**src/rtl/dcache_ctrl.sv**
```systemverilog
// dcache_ctrl: direct-mapped write-back write-allocate data cache controller.
//   clk_i/rst_i            clock, async active-low reset
//   cpu_*                  single-cycle CPU load/store port, cpu_stall_o holds the CPU on a miss
//   mem_*                  word-wide req/ack memory port used for write-back and refill bursts
//   hit_count_o/miss_count_o  access statistics, present only with DCACHE_STATS_EN defined
module dcache_ctrl #(
   parameter int INDEX_BITS     = 4,
   parameter int WORDS_PER_LINE = 4
) (
   input  logic        clk_i,
   input  logic        rst_i,
   input  logic [31:0] cpu_addr_i,
   input  logic [31:0] cpu_data_i,
   input  logic        cpu_read_i,
   input  logic        cpu_write_i,
   output logic [31:0] cpu_data_o,
   output logic        cpu_stall_o,
   output logic        mem_req_o,
   output logic        mem_we_o,
   output logic [31:0] mem_addr_o,
   output logic [31:0] mem_data_o,
   input  logic [31:0] mem_data_i,
   input  logic        mem_ack_i
`ifdef DCACHE_STATS_EN
  ,output logic [31:0] hit_count_o,
   output logic [31:0] miss_count_o
`endif
);
   localparam int LINES    = 1 << INDEX_BITS;
   localparam int TAG_BITS = 28 - INDEX_BITS;
   localparam logic [1:0] LAST = 2'(WORDS_PER_LINE - 1);
   typedef enum logic [1:0] {S_IDLE, S_WB, S_FILL} state_t;
   state_t state_q, state_d;
   logic [1:0] cnt_q, cnt_d;
   logic [LINES-1:0] valid_q, valid_d, dirty_q, dirty_d;
   logic [WORDS_PER_LINE-1:0][31:0] data_q [LINES];
   logic [TAG_BITS-1:0] tag_q [LINES];
   logic [INDEX_BITS-1:0] idx;
   logic [TAG_BITS-1:0] atag;
   logic [1:0] word;
   logic access, hit, data_we, tag_we, unused_ok;
   logic [1:0] data_word;
   logic [31:0] data_wdata;
   assign idx       = cpu_addr_i[3+INDEX_BITS:4];
   assign atag      = cpu_addr_i[31:4+INDEX_BITS];
   assign word      = cpu_addr_i[3:2];
   assign unused_ok = ^cpu_addr_i[1:0];
   assign access    = cpu_read_i | cpu_write_i;
   assign hit       = valid_q[idx] & (tag_q[idx] == atag);
   always_comb begin
      state_d     = state_q;
      cnt_d       = cnt_q;
      valid_d     = valid_q;
      dirty_d     = dirty_q;
      data_we     = 1'b0;
      data_word   = word;
      data_wdata  = cpu_data_i;
      tag_we      = 1'b0;
      mem_req_o   = 1'b0;
      mem_we_o    = 1'b0;
      mem_addr_o  = '0;
      mem_data_o  = '0;
      cpu_stall_o = 1'b0;
      cpu_data_o  = '0;
      case (state_q)
         S_IDLE: begin
            if (access && hit) begin
               if (cpu_write_i) begin
                  data_we      = 1'b1;
                  dirty_d[idx] = 1'b1;
               end else begin
                  cpu_data_o = data_q[idx][word];
               end
            end else if (access) begin
               cpu_stall_o = 1'b1;
               cnt_d       = '0;
               state_d     = (valid_q[idx] && dirty_q[idx]) ? S_WB : S_FILL;
            end
         end
         S_WB: begin
            mem_req_o   = 1'b1;
            mem_we_o    = 1'b1;
            mem_addr_o  = {tag_q[idx], idx, cnt_q, 2'b00};
            mem_data_o  = data_q[idx][cnt_q];
            cpu_stall_o = 1'b1;
            if (mem_ack_i) begin
               cnt_d = cnt_q + 2'd1;
               if (cnt_q == LAST) begin
                  dirty_d[idx] = 1'b0;
                  state_d      = S_FILL;
               end
            end
         end
         S_FILL: begin
            mem_req_o   = 1'b1;
            mem_addr_o  = {atag, idx, cnt_q, 2'b00};
            cpu_stall_o = 1'b1;
            if (mem_ack_i) begin
               data_we    = 1'b1;
               data_word  = cnt_q;
               data_wdata = mem_data_i;
               cnt_d      = cnt_q + 2'd1;
               if (cnt_q == LAST) begin
                  tag_we       = 1'b1;
                  valid_d[idx] = 1'b1;
                  dirty_d[idx] = 1'b0;
                  state_d      = S_IDLE;
               end
            end
         end
         default: state_d = S_IDLE;
      endcase
      // A pending miss must not stall the CPU while the cache is held in reset
      if (!rst_i) cpu_stall_o = 1'b0;
   end
   always_ff @(posedge clk_i or negedge rst_i) begin
      if (!rst_i) begin
         state_q <= S_IDLE;
         cnt_q   <= '0;
         valid_q <= '0;
         dirty_q <= '0;
      end else begin
         state_q <= state_d;
         cnt_q   <= cnt_d;
         valid_q <= valid_d;
         dirty_q <= dirty_d;
      end
   end
   // Data and tag storage carries no reset; valid bits guard its contents
   always_ff @(posedge clk_i) begin
      if (data_we) data_q[idx][data_word] <= data_wdata;
      if (tag_we) tag_q[idx] <= atag;
   end
`ifdef DCACHE_STATS_EN
   logic [31:0] hit_cnt_q, hit_cnt_d, miss_cnt_q, miss_cnt_d;
   logic retry_q, retry_d;
   // retry_q marks the cycle right after a refill, whose hit belongs to the miss
   always_comb begin
      retry_d    = (state_q == S_FILL) && mem_ack_i && (cnt_q == LAST);
      hit_cnt_d  = hit_cnt_q + 32'((state_q == S_IDLE) && access && hit && !retry_q && !(&hit_cnt_q));
      miss_cnt_d = miss_cnt_q + 32'((state_q == S_IDLE) && access && !hit && !(&miss_cnt_q));
   end
   always_ff @(posedge clk_i or negedge rst_i) begin
      if (!rst_i) begin
         hit_cnt_q  <= '0;
         miss_cnt_q <= '0;
         retry_q    <= 1'b0;
      end else begin
         hit_cnt_q  <= hit_cnt_d;
         miss_cnt_q <= miss_cnt_d;
         retry_q    <= retry_d;
      end
   end
   assign hit_count_o  = hit_cnt_q;
   assign miss_count_o = miss_cnt_q;
`endif
endmodule

```
**config.mk**
```make
export PLATFORM = sky130hd
export DESIGN_NAME = dcache_ctrl
export DESIGN_NICKNAME = d
export VERILOG_FILES = /design/src/rtl/dcache_ctrl.sv
export SDC_FILE = /design/constraint.sdc
export NUM_CORES = 2
export LEC_CHECK = 0
export ABC_AREA = 1
export BUFFER_PORTS_ARGS = -buffer_cell sky130_fd_sc_hd__buf_2
export CORE_AREA = 2 2 422 424
export DETAILED_ROUTE_END_ITERATION = 7
export DIE_AREA = 0 0 424 426
export PLACE_DENSITY = 0.68
export SYNTH_ARGS = -nofsm -noshare
export SYNTH_HDL_FRONTEND = slang
export SYNTH_SLANG_ARGS = --single-unit
```
**constraint.sdc**
```tcl
create_clock -name clk_i -period 4.1 [get_ports clk_i]
set_clock_uncertainty 0.15 [all_clocks]
set_input_delay 0.205 -clock clk_i [delete_from_list [all_inputs] [get_ports clk_i]]
set_output_delay 0.205 -clock clk_i [all_outputs]
set_load 0.01 [all_outputs]
```
; ---- After elaboration in Yosys (flattened, before gate mapping)
; Memories as Yosys holds them, arrays and structs flattened.
; Index checks and enable logic that the tools add are counted.
[totals]
ram_bits = 2432
inputBits = 101
out_inout_bits = 99
n_memories = 2
romBits = 0
latchBits = 0
ff_bits = 36
wordCells = 99
[classes]
n_eq_ne = 14
reduce_logical = 11
n_mux = 55
n_bitwise = 6
n_addsub = 1
n_lt_le_gt_ge = 6
multipliers = 0
n_shift = 0
n_div = 0
[memory_table]
columns = name, words, width, read_ports, rd_clocked_by_memory_dff, wr, line_no
row1 = data_q, 16, 128, 1, 0, 1, 36  ; logic [WORDS_PER_LINE-1:0][31:0] data_q [LINES];
row2 = tag_q, 16, 24, 1, 0, 1, 37  ; logic [TAG_BITS-1:0] tag_q [LINES];
[op_table]
columns = op, n
row1 = $mux 32, 9
row2 = $bmux 32 s2, 2
row3 = $mux 128, 1
row4 = $demux 32 s2, 1
row5 = $mux 16, 4
row6 = $pmux 32 s2, 1
row7 = $or 16x16->16, 2
row8 = $pmux 16 s2, 1
row9 = $eq 24x24->1, 1
row10 = $mux 2, 12
row11 = $mux 1, 17
row12 = $and 16x16->16, 1
row13 = $ne 2x2->1 const B, 8
row14 = $not 16->16, 1
row15 = $lt 2x3->1 const B, 3
row16 = $bmux 1 s4, 2
row17 = $pmux 2 s3, 1
row18 = $reduce_and 6->1, 1
row19 = $lt 4x5->1 const B, 1
row20 = $reduce_and 5->1, 1
row21 = $demux 1 s4, 1
row22 = $eq 2x2->1 const B, 2
row23 = $ge 4x1->1 const B, 1
row24 = $logic_and 1x1->1, 4
row25 = other kinds (13), 15

; ---- Depth between registers and ports, before layout
[depth]
depth_word = 9
mapped_depth = 24
ltp_nobuf = 21

; ---- Least setup slack after synthesis
; OpenSTA, ideal clock, no wires.
[synth_timing]
path_type = input to register
start = input port cpu_addr_i[4]
end = memory data_q[0][32] (netlist name) (enable)
cell_stages = 19
t_arrival_ns = 3.469
required_ns = 3.529
path_slack_ns = 0.059
setup_ns = 0.421
cell_sequence = buf_4 nand2_2 inv_2 buf_6 buf_4 nand2_1 nand3_1 nand2_1 nand2_1 o21bai_1 nand2_1 nor2_1 nand3_1 nor2_2 nand4_1 nand2_2 nand2_2 buf_6 nor2_1
[synth_via]
elab_chain_cells = 8
[synth_rtl]
columns = item, line_no
row1 = from (decl), 12  ; input logic [31:0] cpu_addr_i,
row2 = $mem_v2 16x24 / $bmux 1 s4 (equally long branches), n/a
row3 = $eq 24x24->1 / $mux 1 (equally long branches), 49  ; assign hit = valid_q[idx] & (tag_q[idx] == atag);
row4 = $and 1x1->1, 49
row5 = $logic_and 1x1->1, 67  ; if (access && hit) begin
row6 = $mux 1, 67
row7 = $pmux 1 s2, 65  ; case (state_q)
row8 = $mux 1, 131  ; if (data_we) data_q[idx][data_word] <= data_wdata;
row9 = $mux 128 (implied by the code), 131
row10 = to (decl), 36
; Several ways; a longest one is shown, not always the timed one. The select of a mux whose other input is x is not followed.

; ---- Worst setup path after layout
[layout_timing]
start = memory tag_q[7][1] (netlist name)
end = output port cpu_data_o[15]
[layout_via]
elab_chain_cells = 6
[layout_rtl]
columns = item, line_no
row1 = from (decl), 37
row2 = $mem_v2 16x24, n/a
row3 = $eq 24x24->1, 49
row4 = $and 1x1->1, 49
row5 = $logic_and 1x1->1, 67
row6 = $mux 32, 67
row7 = $mux 32, 65
row8 = to (decl), 16  ; output logic [31:0] cpu_data_o,
; Every way passes these cells.

==> flow_summary.json <==
{
  "hold_path_class": "primary input to register",
  "final_core_util_pct": 64.2,
  "crit_type": "register to output pin",
  "cts.sinks": 2468,
  "startpoint_type": "register",
  "setup_slack_ns": 0.159,
  "yosys-top-cells-area": "edfxtp_1 76%, a22oi_1 8.1%, nand2_1 7.1%",
  "synth.top_cell.area_share_pct": 75.9,
  "coreArea_um2": 176000,
  "nFillCells": 12500,
  "drtIter0Drc": 9123,
  "die_w_um": 424,
  "synth_mux_area_share_pct": 0.374,
  "synth_top_family_by_area": "simple AND/OR/NAND/NOR gates",
  "cp_common_cell": "nand2_1",
  "cts_tree": "done",
  "finalNetCount": 7438,
  "grt_util_all_layers_pct": 31.5,
  "status": "complete, no violations",
  "yosys.area_share.xor_xnor_pct": 0,
  "synth_top_cell_by_area": "edfxtp_1",
  "syn_avg_cell_area_um2": 14.0,
  "worst_pin_slew_ns": 1.33,
  "p_per_area_nw_per_um2": 505,
  "clock_path_buffers": 3,
  "path_buf_inv": 2,
  "slew_headroom_pct": 11.3,
  "area_growth_syn_to_layout_pct": 17.1,
  "num_io_pins": 200,
  "wl_per_cell_um": 29.1,
  "start_util_pct": 54.8,
  "path_clk_slew_ns": 0.06,
  "synth_compound_area_share_pct": 10.2,
  "ys.flop_type": "edfxtp_1",
  "grt_overflow_total": 0,
  "portBuffers": 195,
  "critPathSlowestCell": "edfxtp_1",
  "fin_cells": 9873,
  "grt_pass1_vias": 59800,
  "rsz0062_at_grt": "no",
  "dp_slack_ns": 0.168,
  "remaining_drc_errors": 0,
  "yosysSeqAreaShare_pct": 76.8,
  "synthTopCellsByCount": "2432 x edfxtp_1, 1809 x nand2_1, 1039 x a22oi_1, 322 x nor2_1, 262 x a21oi_1",
  "async_reset_ff_share_pct": 1.46,
  "place_inst": 9397,
  "synth-simple-area-share_pct": 10.2,
  "slew_viol_final": 0,
  "critPathMaxFanout": 32,
  "drive_above_1_share_pct": 15.2,
  "antenna_found_initial": 4,
  "worstSkewPairLatency_ns": 0.88,
  "cp-end-kind": "output pin",
  "period_needed_ns": 3.94,
  "htreeDepth": 4,
  "slowest_delay_ns": 0.38,
  "rows": 154,
  "dp_hpwl_um": 161000,
  "setup-tns-final_ns": 0,
  "path_cells": "nand2_1, nand2_1, nand2_1, nand2_1, nand2_1, nand2_1, nor2_1, nor2_1, nor2_1, nand3_1, nor2_1, nand3_1, nor2_2, nand3_2, buf_12, nor3_1, buf_2",
  "hold_slack_ns": 0.0783,
  "fin_crit_sh_pct": 96.1,
  "maxCapViolations": 0,
  "cp.required_ns": 3.74,
  "crit_arrival_ns": 3.59,
  "totalWireLength_um": 288000,
  "first_pass_iters": 6,
  "cts_root_buf": "clkbuf_16",
  "leakage_nw": 39.2,
  "via_per_inst": 6.34,
  "cpLargestDelayFamily": "simple AND/OR/NAND/NOR gates",
  "max_freq_ghz": 0.254,
  "grt_pass1_wl_um": 411000,
  "synth_edf_count": 2432,
  "dieArea_um2": 181000,
  "gp_congestion": 0.896,
  "synth_fa_ha_area_share_pct": 0.0650,
  "yosysWarnings": 0,
  "vias": 62600,
  "ys_seq_elements": 2468,
  "grt_max_degree": 137,
  "die_h_um": 426,
  "post-synth-top-count-cell": "edfxtp_1",
  "yosys.cell_types.count": 39,
  "numCtsBuffers": 231,
  "hold_viol_final": 0,
  "syn_inst": 6877,
  "ant_nets": 0,
  "ir_worst_vdd_mv": 0.528,
  "mappedNetlistArea_um2": 96200,
  "setup_viol": 0
}
==> power by group <==
group	total, mW	switching [mW]	internal [mW]
Clock	21.7	9.42	12.3
Sequential	29.0	0.113	28.9
Combinational	6.18	4.59	1.59
Total	57.0	14.1	42.8
==> final timing paths <==
check	to	start	cells past startpoint	slack (ns)
hold / removal	data_q[4][57]$_DFFE_PP_	mem_data_i[25]	2	0.08
min in group asynchronous	asynchronous set/reset pin	rst_i	4	0.40
hold reg to reg	valid_q[13]$_DFFE_PN0P_	valid_q[13]$_DFFE_PN0P_	1	0.32
setup / recovery	cpu_data_o[15]	tag_q[7][1]$_DFFE_PP_	17	0.16
max in group asynchronous	state_q[0]$_DFFE_PN0P_	rst_i	4	3.18
setup reg to reg	data_q[13][47]$_DFFE_PP_	tag_q[7][1]$_DFFE_PP_	19	0.47
==> metrics by stage <==
stage / power [mW] / cell area (µm²)
3_5_place_dp: 35.5 / 105000
3_3_place_gp: 35.4 / 105000
5_1_grt: 58.5 / 113000
4_1_cts: 57.0 / 113000
2_1_floorplan: 32.6 / 96200
6_report: 57.0 / 113000
==> cell families (layout without fill, tap and decap cells) <==
group                      Yosys count  count (layout)
and+or+nand+nor                   2439            2439
adders and majority gates            5               5
other                                1               7
buffers and inverters              503            1153
AOI/OAI and AO/OA                 1429            1429
muxes                               32              32
DFF                               2468            2468
==> timing repair <==
action | 4_1_cts | 5_1_grt
endpoints found under the setup margin | 1 | 12
gates resized for setup | 1 | 4
pin swaps | 0 | 2
setup buffers | 0 | 8
endpoints found under the hold margin | 464 | 0
hold buffers | 34 | 0
==> sequential cells by signal, indices dropped and copies added, names as in the netlist, named ones only <==
register,flops
state_q,2
cnt_q,2
tag_q,384
valid_q,16
data_q,2048
==> metal layers <==
metal	GRT usage, %	routed length, µm
met1	43.2	107000
met2	48.6	132000
met3	6.69	33500
met4	15.0	15100
met5	0	0
==> cell type report <==
| class | instances | area, µm² | share of cell area, % |
|---|---|---|---|
| antenna | 5 | 12.5 | 0.0111 |
| clock buffer | 272 | 5970 | 5.29 |
| clock inverter | 157 | 1750 | 1.55 |
| inverter | 75 | 295 | 0.262 |
| multi-input combinational | 3907 | 20800 | 18.5 |
| sequential | 2468 | 73900 | 65.6 |
| tap | 2340 | 2930 | 2.60 |
| timing repair buffer | 649 | 7060 | 6.26 |
==> cell usage in the layout (no fill, tap or decap), types with 3 or more instances in the layout <==
cell type      count
inv_1             65
buf_12           207
buf_4            214
mux2_2            32
nand2_4            4
nand3b_1           3
o21ai_0          102
o21bai_1           6
nor2_1           236
nand2_1         1807
nor2_2             3
clkbuf_1          39
nor2_4            86
clkbuf_16        232
edfxtp_1        2432
clkinv_2          57
a22oi_1         1039
clkinv_16          7
clkinvlp_4         4
inv_2              6
nand2_2            4
dlygate4sd3_1     33
clkinv_8           5
dfrtp_1           35
a22o_1             7
nand3_1           67
diode_2            5
clkinv_1          51
bufinv_16         30
nand4_1          126
or2_2             45
buf_2            194
nor3_1            18
or4_1              6
or3_1             27
a32o_1             7
ha_1               5
inv_6              4
a21oi_1          262
Power figures use the tool's default switching activity.
